**src/rtl/led_sched_pkg.sv**
```systemverilog
// Shared types and helpers for the LED-sharing scheduler: FSM states, Gray code,
// one-hot decode and the round-robin winner search.
package led_sched_pkg;

    localparam int unsigned MaxReq  = 8;
    localparam int unsigned MaxBits = 32;

    typedef enum logic [1:0] {
        StIdle,
        StServe,
        StGap
    } state_e;

    function automatic logic [MaxBits-1:0] gray(input logic [MaxBits-1:0] x);
        return x ^ (x >> 1);
    endfunction

    function automatic logic [MaxReq-1:0] onehot(input logic [2:0] idx);
        logic [MaxReq-1:0] v;
        v      = '0;
        v[idx] = 1'b1;
        return v;
    endfunction

    // Descending scan so the smallest offset from last+1 is assigned last and wins;
    // offset nreq is the previous owner itself, which therefore ranks last.
    function automatic logic [2:0] rr_pick(input logic [MaxReq-1:0] req,
                                           input logic [2:0]        last,
                                           input int unsigned       nreq);
        logic [2:0]  win;
        int unsigned idx;
        win = last;
        for (int off = MaxReq; off >= 1; off--) begin
            if (off <= int'(nreq)) begin
                idx = (32'(last) + 32'(off)) % nreq;
                if (req[idx]) win = 3'(idx);
            end
        end
        return win;
    endfunction

endpackage

```
**src/rtl/led_share_sched_if.sv**
```systemverilog
// Bundle between the pattern sources (master) and the scheduler (slave).
interface led_share_sched_if #(
    parameter int unsigned NREQ = 3,
    parameter int unsigned BITS = 5
);
    logic [NREQ-1:0]      req;
    logic [NREQ*BITS-1:0] pat;
    logic [NREQ-1:0]      gnt;
    logic [BITS-1:0]      led;
    logic                 busy;

    modport master (output req, output pat, input gnt, input led, input busy);
    modport slave  (input req, input pat, output gnt, output led, output busy);
endinterface

```
**src/rtl/led_tick_gen.sv**
```systemverilog
// Free-running prescaler; tick is high for the one cycle the count is all-ones.
module led_tick_gen #(
    parameter int unsigned LOG2DELAY = 21
) (
    input  logic clki,
    input  logic resetn,
    output logic tick
);

    logic [LOG2DELAY-1:0] cnt_q;

    always_ff @(posedge clki or negedge resetn) begin
        if (!resetn) begin
            cnt_q <= '0;
        end else begin
            cnt_q <= cnt_q + 1'b1;
        end
    end

    assign tick = &cnt_q;

endmodule

```
**src/rtl/led_share_sched.sv**
```systemverilog
// Round-robin time-sliced owner of the LED bank, with a blank gap between owners
// and a Gray-code idle display when nobody is asking.
module led_share_sched
    import led_sched_pkg::*;
#(
    parameter int unsigned NREQ       = 3,
    parameter int unsigned BITS       = 5,
    parameter int unsigned LOG2DELAY  = 21,
    parameter int unsigned SLOT_TICKS = 4
) (
    input logic               clki,
    input logic               resetn,
    led_share_sched_if.slave  bus
);

    localparam int unsigned SlotW = (SLOT_TICKS > 1) ? $clog2(SLOT_TICKS) : 1;
    localparam logic [SlotW-1:0] SlotLast = SlotW'(SLOT_TICKS - 1);

    state_e          state_q;
    logic [SlotW-1:0] slot_q;
    logic [BITS-1:0] cnt_q;
    logic [2:0]      last_q;
    logic [NREQ-1:0] gnt_q;
    logic [BITS-1:0] led_q;
    logic            busy_q;

    logic            tick;
    logic [2:0]      win;
    logic            any_req;
    logic            owner_req;
    logic            others_req;
    logic [BITS-1:0] owner_pat;
    logic [BITS-1:0] idle_led;

    led_tick_gen #(
        .LOG2DELAY (LOG2DELAY)
    ) u_tick_gen (
        .clki   (clki),
        .resetn (resetn),
        .tick   (tick)
    );

    always_comb begin
        win        = rr_pick(MaxReq'(bus.req), last_q, NREQ);
        any_req    = |bus.req;
        // gnt_q is the owner's one-hot while serving, so it doubles as the owner mask
        owner_req  = |(bus.req & gnt_q);
        others_req = |(bus.req & ~gnt_q);
        owner_pat  = bus.pat[32'(last_q)*BITS +: BITS];
        idle_led   = BITS'(gray(MaxBits'(cnt_q)));
    end

    always_ff @(posedge clki or negedge resetn) begin
        if (!resetn) begin
            state_q <= StIdle;
            slot_q  <= '0;
            cnt_q   <= '0;
            last_q  <= 3'(NREQ - 1);
            gnt_q   <= '0;
            led_q   <= '0;
            busy_q  <= 1'b0;
        end else begin
            unique case (state_q)
                StIdle: begin
                    led_q <= idle_led;
                    if (tick) cnt_q <= cnt_q + 1'b1;
                    if (any_req) begin
                        last_q  <= win;
                        gnt_q   <= NREQ'(onehot(win));
                        slot_q  <= '0;
                        state_q <= StServe;
                        busy_q  <= 1'b1;
                    end
                end
                StServe: begin
                    led_q <= owner_pat;
                    if (!owner_req) begin
                        gnt_q   <= '0;
                        state_q <= StGap;
                    end else if (tick) begin
                        if (slot_q == SlotLast) begin
                            if (others_req) begin
                                gnt_q   <= '0;
                                state_q <= StGap;
                            end else begin
                                slot_q <= '0;
                            end
                        end else begin
                            slot_q <= slot_q + 1'b1;
                        end
                    end
                end
                StGap: begin
                    led_q <= '0;
                    if (tick) begin
                        if (any_req) begin
                            last_q  <= win;
                            gnt_q   <= NREQ'(onehot(win));
                            slot_q  <= '0;
                            state_q <= StServe;
                        end else begin
                            state_q <= StIdle;
                            busy_q  <= 1'b0;
                        end
                    end
                end
                default: begin
                    state_q <= StIdle;
                    gnt_q   <= '0;
                    busy_q  <= 1'b0;
                end
            endcase
        end
    end

    assign bus.gnt  = gnt_q;
    assign bus.led  = led_q;
    assign bus.busy = busy_q;

endmodule

```
**src/flat_wrapper.sv**
```systemverilog
// flat-port wrapper written by rule: the top's interface ports become plain ports
module led_share_sched_flat import led_sched_pkg::*;
#(
    parameter int unsigned NREQ       = 3,
    parameter int unsigned BITS       = 5,
    parameter int unsigned LOG2DELAY  = 21,
    parameter int unsigned SLOT_TICKS = 4
)
  (clki, resetn, bus_req, bus_pat, bus_gnt, bus_led, bus_busy);
  led_share_sched_if #(.NREQ(NREQ), .BITS(BITS)) bus_i ();
  input logic clki;
  input logic resetn;
  input wire logic [$bits(bus_i.req)-1:0] bus_req;
  input wire logic [$bits(bus_i.pat)-1:0] bus_pat;
  output wire logic [$bits(bus_i.gnt)-1:0] bus_gnt;
  output wire logic [$bits(bus_i.led)-1:0] bus_led;
  output wire logic [$bits(bus_i.busy)-1:0] bus_busy;
  assign bus_i.req = bus_req;
  assign bus_i.pat = bus_pat;
  assign bus_gnt = bus_i.gnt;
  assign bus_led = bus_i.led;
  assign bus_busy = bus_i.busy;
  led_share_sched #(.NREQ(NREQ), .BITS(BITS), .LOG2DELAY(LOG2DELAY), .SLOT_TICKS(SLOT_TICKS)) u_core (.clki(clki), .resetn(resetn), .bus(bus_i));
endmodule
```
**config.mk**
```make
export PLATFORM = sky130hd
export DESIGN_NAME = led_share_sched_flat
export DESIGN_NICKNAME = d
export VERILOG_FILES = /design/src/rtl/led_sched_pkg.sv /design/src/rtl/led_share_sched_if.sv /design/src/rtl/led_tick_gen.sv /design/src/rtl/led_share_sched.sv /design/src/flat_wrapper.sv
export SDC_FILE = /design/constraint.sdc
export NUM_CORES = 1
export LEC_CHECK = 0
export CORE_ASPECT_RATIO = 1.75
export CORE_UTILIZATION = 50
export CTS_CLUSTER_DIAMETER = 80
export DETAILED_ROUTE_END_ITERATION = 12
export PLACE_DENSITY = 0.73
export SYNTH_ARGS = -nofsm -noshare
export SYNTH_HDL_FRONTEND = slang
export SYNTH_SLANG_ARGS = --single-unit
export TNS_END_PERCENT = 50
```
**constraint.sdc**
```tcl
create_clock -name clki -period 7.1 [get_ports clki]
set_clock_uncertainty 0.05 [all_clocks]
set_input_delay 1.42 -clock clki [delete_from_list [all_inputs] [get_ports clki]]
set_output_delay 1.42 -clock clki [all_outputs]
set_load 0.05 [all_outputs]
```
==> impl_metrics.env <==
export IMPL_status="finished, final reports clean"
export IMPL_io_pins=29
export IMPL_gp_congestion=0.826
export IMPL_fin_nets=441
export IMPL_async_flop_share_pct=100
export IMPL_synth_distinct_cells=62
export IMPL_cpPeakStageDelay_ns=0.77
export IMPL_die_w_um=62.6
export IMPL_yosys_area_top_type="dfrtp_1"
export IMPL_initial_utilization_pct=51.9
export IMPL_netlist_instances=365
export IMPL_use_met1_pct=21.4
export IMPL_synth_area_um2=3210
export IMPL_grt_pass1_wl_um=12000
export IMPL_ys_top_cells_by_area="dfrtp_1 (32%), ha_1 (11%), xnor2_1 (6.0%)"
export IMPL_worst_pin_slew_ns=0.897
export IMPL_crit_family="simple AND/OR/NAND/NOR gates"
export IMPL_areaGrowthSynthToFinish_pct=13.1
export IMPL_cts_setup_buffers=0
export IMPL_cts_sinks=42
export IMPL_worstPathRequired_ns=7.22
export IMPL_layout_commonest_cell="nand2_1"
export IMPL_path_clk_slew_ns=0.07
export IMPL_drive_gt1_share_pct=6.85
export IMPL_switchingPower_w=0.000926
export IMPL_initialDrtViolationCount=133
export IMPL_relSlewSlack_pct=40.2
export IMPL_grt_antenna_before_repair=0
export IMPL_final_cell_area_um2=3630
export IMPL_r2r_cells=19
export IMPL_seqPwrFrac_pct=18.4
export IMPL_io_buffers=28
export IMPL_start_kind="flip-flop"
export IMPL_cts_resized=0
export IMPL_fmax_mhz=190
export IMPL_min_from="u_core.u_tick_gen.cnt_q[18]$_DFF_PN0_"
export IMPL_n_antenna_cell=0
export IMPL_grt_busiest_layer="met2"
export IMPL_grt_max_degree=43
export IMPL_max_cap_violations=0
export IMPL_p_int_w=0.000892
export IMPL_avgSynthCellArea_um2=8.79
export IMPL_grt_pass1_vias=2745
export IMPL_min_delay_path_depth=1
export IMPL_cts_tree="done"
export IMPL_ctsHoldBuffers=0
export IMPL_synth_nets=413
export IMPL_synth_top_area_share_pct=32.0
export IMPL_path_cells="inv_1, ha_1, a21oi_1, inv_1, nor2_1, ha_1, nand2b_1, and4_4, or3_1, and2_4, ha_1, a21oi_1, o31ai_1, or4_1, a21oi_1, o211ai_1, a31oi_1, inv_1, o41ai_1"
export IMPL_powerDensity_nw_per_um2=501
export IMPL_synth_ff_type="dfrtp_1"
export IMPL_ys_warn_count=0
export IMPL_layout_min_cycle_time_ns=5.26
export IMPL_antenna_left=0
export IMPL_drtPass1Iterations=4
export IMPL_fill_cells=557
export IMPL_detail_route_wl_per_cell_um=15.2
export IMPL_hold_viol_final=0
export IMPL_met2_usage_pct=45.0
export IMPL_synth_edf_count=0
export IMPL_drt_wl_total_um=7200
export IMPL_combPwrFrac_pct=73.2
export IMPL_rows=38
export IMPL_sw_frac_of_total_pct=50.9
export IMPL_cts_root_buf="clkbuf_8"
export IMPL_cts_buffers=5
export IMPL_track_usage_pct=22.3
export IMPL_layout_common_cells="nand2_1 (42), dfrtp_1 (41), ha_1 (28)"
export IMPL_vias=2718
export IMPL_drc=0
export IMPL_die_area_um2=6750
export IMPL_overflow=0
export IMPL_grtUsageMet3_pct=2.22
export IMPL_yosysSeqAreaShare_pct=32.8
export IMPL_reg2reg_from="u_core.last_q[1]$_DFFE_PN1P_"
export IMPL_timing_critical_path_slowest_stage_cell="dfstp_2"
export IMPL_dieHeight_um=108
export IMPL_worstPathArrival_ns=5.37
export IMPL_p_leak_nw=1.62
export IMPL_fin_crit_sh_pct=74.1
export IMPL_post_dp_hpwl_um=5620
export IMPL_htree_levels=2
export IMPL_end_kind="flip-flop"
export IMPL_clockPowerShare_pct=8.5
export IMPL_post_dp_cell_area_um2=3540
export IMPL_hold_class="flip-flop to flip-flop"
export IMPL_rsz0062_at_grt="false"
export IMPL_synth_seq_cells=42
export IMPL_fin_cells=474
export IMPL_crit_type="flip-flop to flip-flop"
export IMPL_timing_hold_ws_ns=0.418
export IMPL_tns_ns=0
export IMPL_r2r_slack_ns=1.84
export IMPL_cp_num_buf_inv=3
export IMPL_finalMaxSlewViolations=0
export IMPL_via_per_inst=5.73
export IMPL_cp_max_fo=17
export IMPL_hold_end="u_core.u_tick_gen.cnt_q[18]$_DFF_PN0_"
export IMPL_insertion_delay_ns=0.29
export IMPL_dp_cells=466
export IMPL_setup_viol=0
export IMPL_vdd_drop_max_mv=0.228
export IMPL_regToRegEndpoint="u_core.bus.gnt[1]$_DFFE_PN0P_"
export IMPL_power_w=0.00182
export IMPL_cts_buffer_depth=2
export IMPL_cp_depth=19
export IMPL_core_area_um2=6180
==> kinds of logic (layout without fill, tap and decap cells) <==
| group | count (synthesis) | count (layout) | synth area share, % |
|---|---|---|---|
| and+or+nand+nor | 133 | 133 | 20.6 |
| AOI/OAI and AO/OA | 88 | 88 | 19.1 |
| DFF | 42 | 42 | 32.8 |
| buffers and inverters | 32 | 61 | 4.33 |
| xor gates and xnor gates | 30 | 30 | 8.42 |
| adders and majority gates | 28 | 28 | 10.9 |
| muxes | 12 | 12 | 3.86 |
==> sequential cells by signal, indices dropped and copies added, names as in the netlist <==
signal                   flops
u_core.u_tick_gen.cnt_q     21
u_core.bus.busy              1
u_core.cnt_q                 5
u_core.state_q               2
u_core.bus.led               5
u_core.last_q                3
u_core.slot_q                2
u_core.bus.gnt               3
==> metrics by stage <==
step                      utilization, %  setup WS (ns)
final                               58.7           1.84
after detailed placement            57.2           1.90
after CTS                           58.7           1.87
after floorplan                        -           2.41
after global placement              57.2           2.02
after global routing                58.7           1.40
==> power by group through the flow <==
stage | clock network (W) | logic (W) | registers (W)
after detailed placement | 0 | 0.00131 | 0.000339
after CTS | 0.000160 | 0.00132 | 0.000335
after global routing | 0.000168 | 0.00146 | 0.000340
after floorplan | 0 | 0.00100 | 0.000356
final | 0.000154 | 0.00133 | 0.000334
after global placement | 0 | 0.00129 | 0.000336
==> worst max-delay path by stage <==
stage / startpoint / end / slack [ns]
3_5_place_dp: u_core.last_q[1]$_DFFE_PN1P_ / u_core.bus.gnt[1]$_DFFE_PN0P_ / 1.90
6_report: u_core.last_q[1]$_DFFE_PN1P_ / u_core.bus.gnt[1]$_DFFE_PN0P_ / 1.84
5_1_grt: u_core.last_q[1]$_DFFE_PN1P_ / u_core.bus.gnt[1]$_DFFE_PN0P_ / 1.40
3_3_place_gp: u_core.last_q[1]$_DFFE_PN1P_ / u_core.bus.gnt[1]$_DFFE_PN0P_ / 2.02
2_1_floorplan: u_core.last_q[1]$_DFFE_PN1P_ / u_core.bus.gnt[1]$_DFFE_PN0P_ / 2.41
4_1_cts: u_core.last_q[1]$_DFFE_PN1P_ / u_core.bus.gnt[1]$_DFFE_PN0P_ / 1.87
==> synthesized netlist by cell type (4+ instances only) <==
| master | instances |
|---|---|
| o221ai_1 | 4 |
| nor2b_1 | 6 |
| nand4_1 | 6 |
| xnor2_1 | 22 |
| or3_1 | 4 |
| nand3_1 | 16 |
| dfrtp_1 | 41 |
| o21ai_0 | 23 |
| mux2i_1 | 9 |
| nor3_1 | 8 |
| nand2_1 | 42 |
| and3_1 | 8 |
| nor2_1 | 24 |
| a21oi_1 | 19 |
| clkbuf_1 | 4 |
| nand2b_1 | 6 |
| ha_1 | 28 |
| xor2_1 | 7 |
| inv_1 | 22 |
| o31ai_1 | 7 |
==> layout make-up <==
cell class                 count  area (um2)  area share (%)
clock inverter                 1        5.00           0.138
clock buffer                   7        86.3            2.38
timing repair buffer          28         275            7.58
sequential                    42        1050            29.0
multi-input combinational    291        2020            55.6
tap                           80         100            2.76
inverter                      25        93.8            2.59
==> worst reg2reg max path, cell delays in order (launching register included) <==
cell      delay [ns]
dfstp_2         0.77
inv_1           0.21
ha_1            0.25
a21oi_1         0.32
inv_1           0.21
nor2_1          0.16
ha_1            0.30
nand2b_1        0.11
and4_4          0.22
or3_1           0.39
and2_4          0.17
ha_1            0.22
a21oi_1         0.12
o31ai_1         0.11
or4_1           0.50
a21oi_1         0.16
o211ai_1        0.13
a31oi_1         0.26
inv_1           0.09
o41ai_1         0.40
==> metal layers <==
| metal | wire length, um | part of all wire (%) | up-vias |
|---|---|---|---|
| met3 | 156 | 2.2 | 23 |
| met2 | 4010 | 56 | 49 |
| met5 | 0 | 0 | - |
| met1 | 2750 | 38 | 1280 |
| met4 | 276 | 3.8 | 0 |
| li1 | - | - | 1366 |
Note: power is estimated with default switching activity, not from simulation.
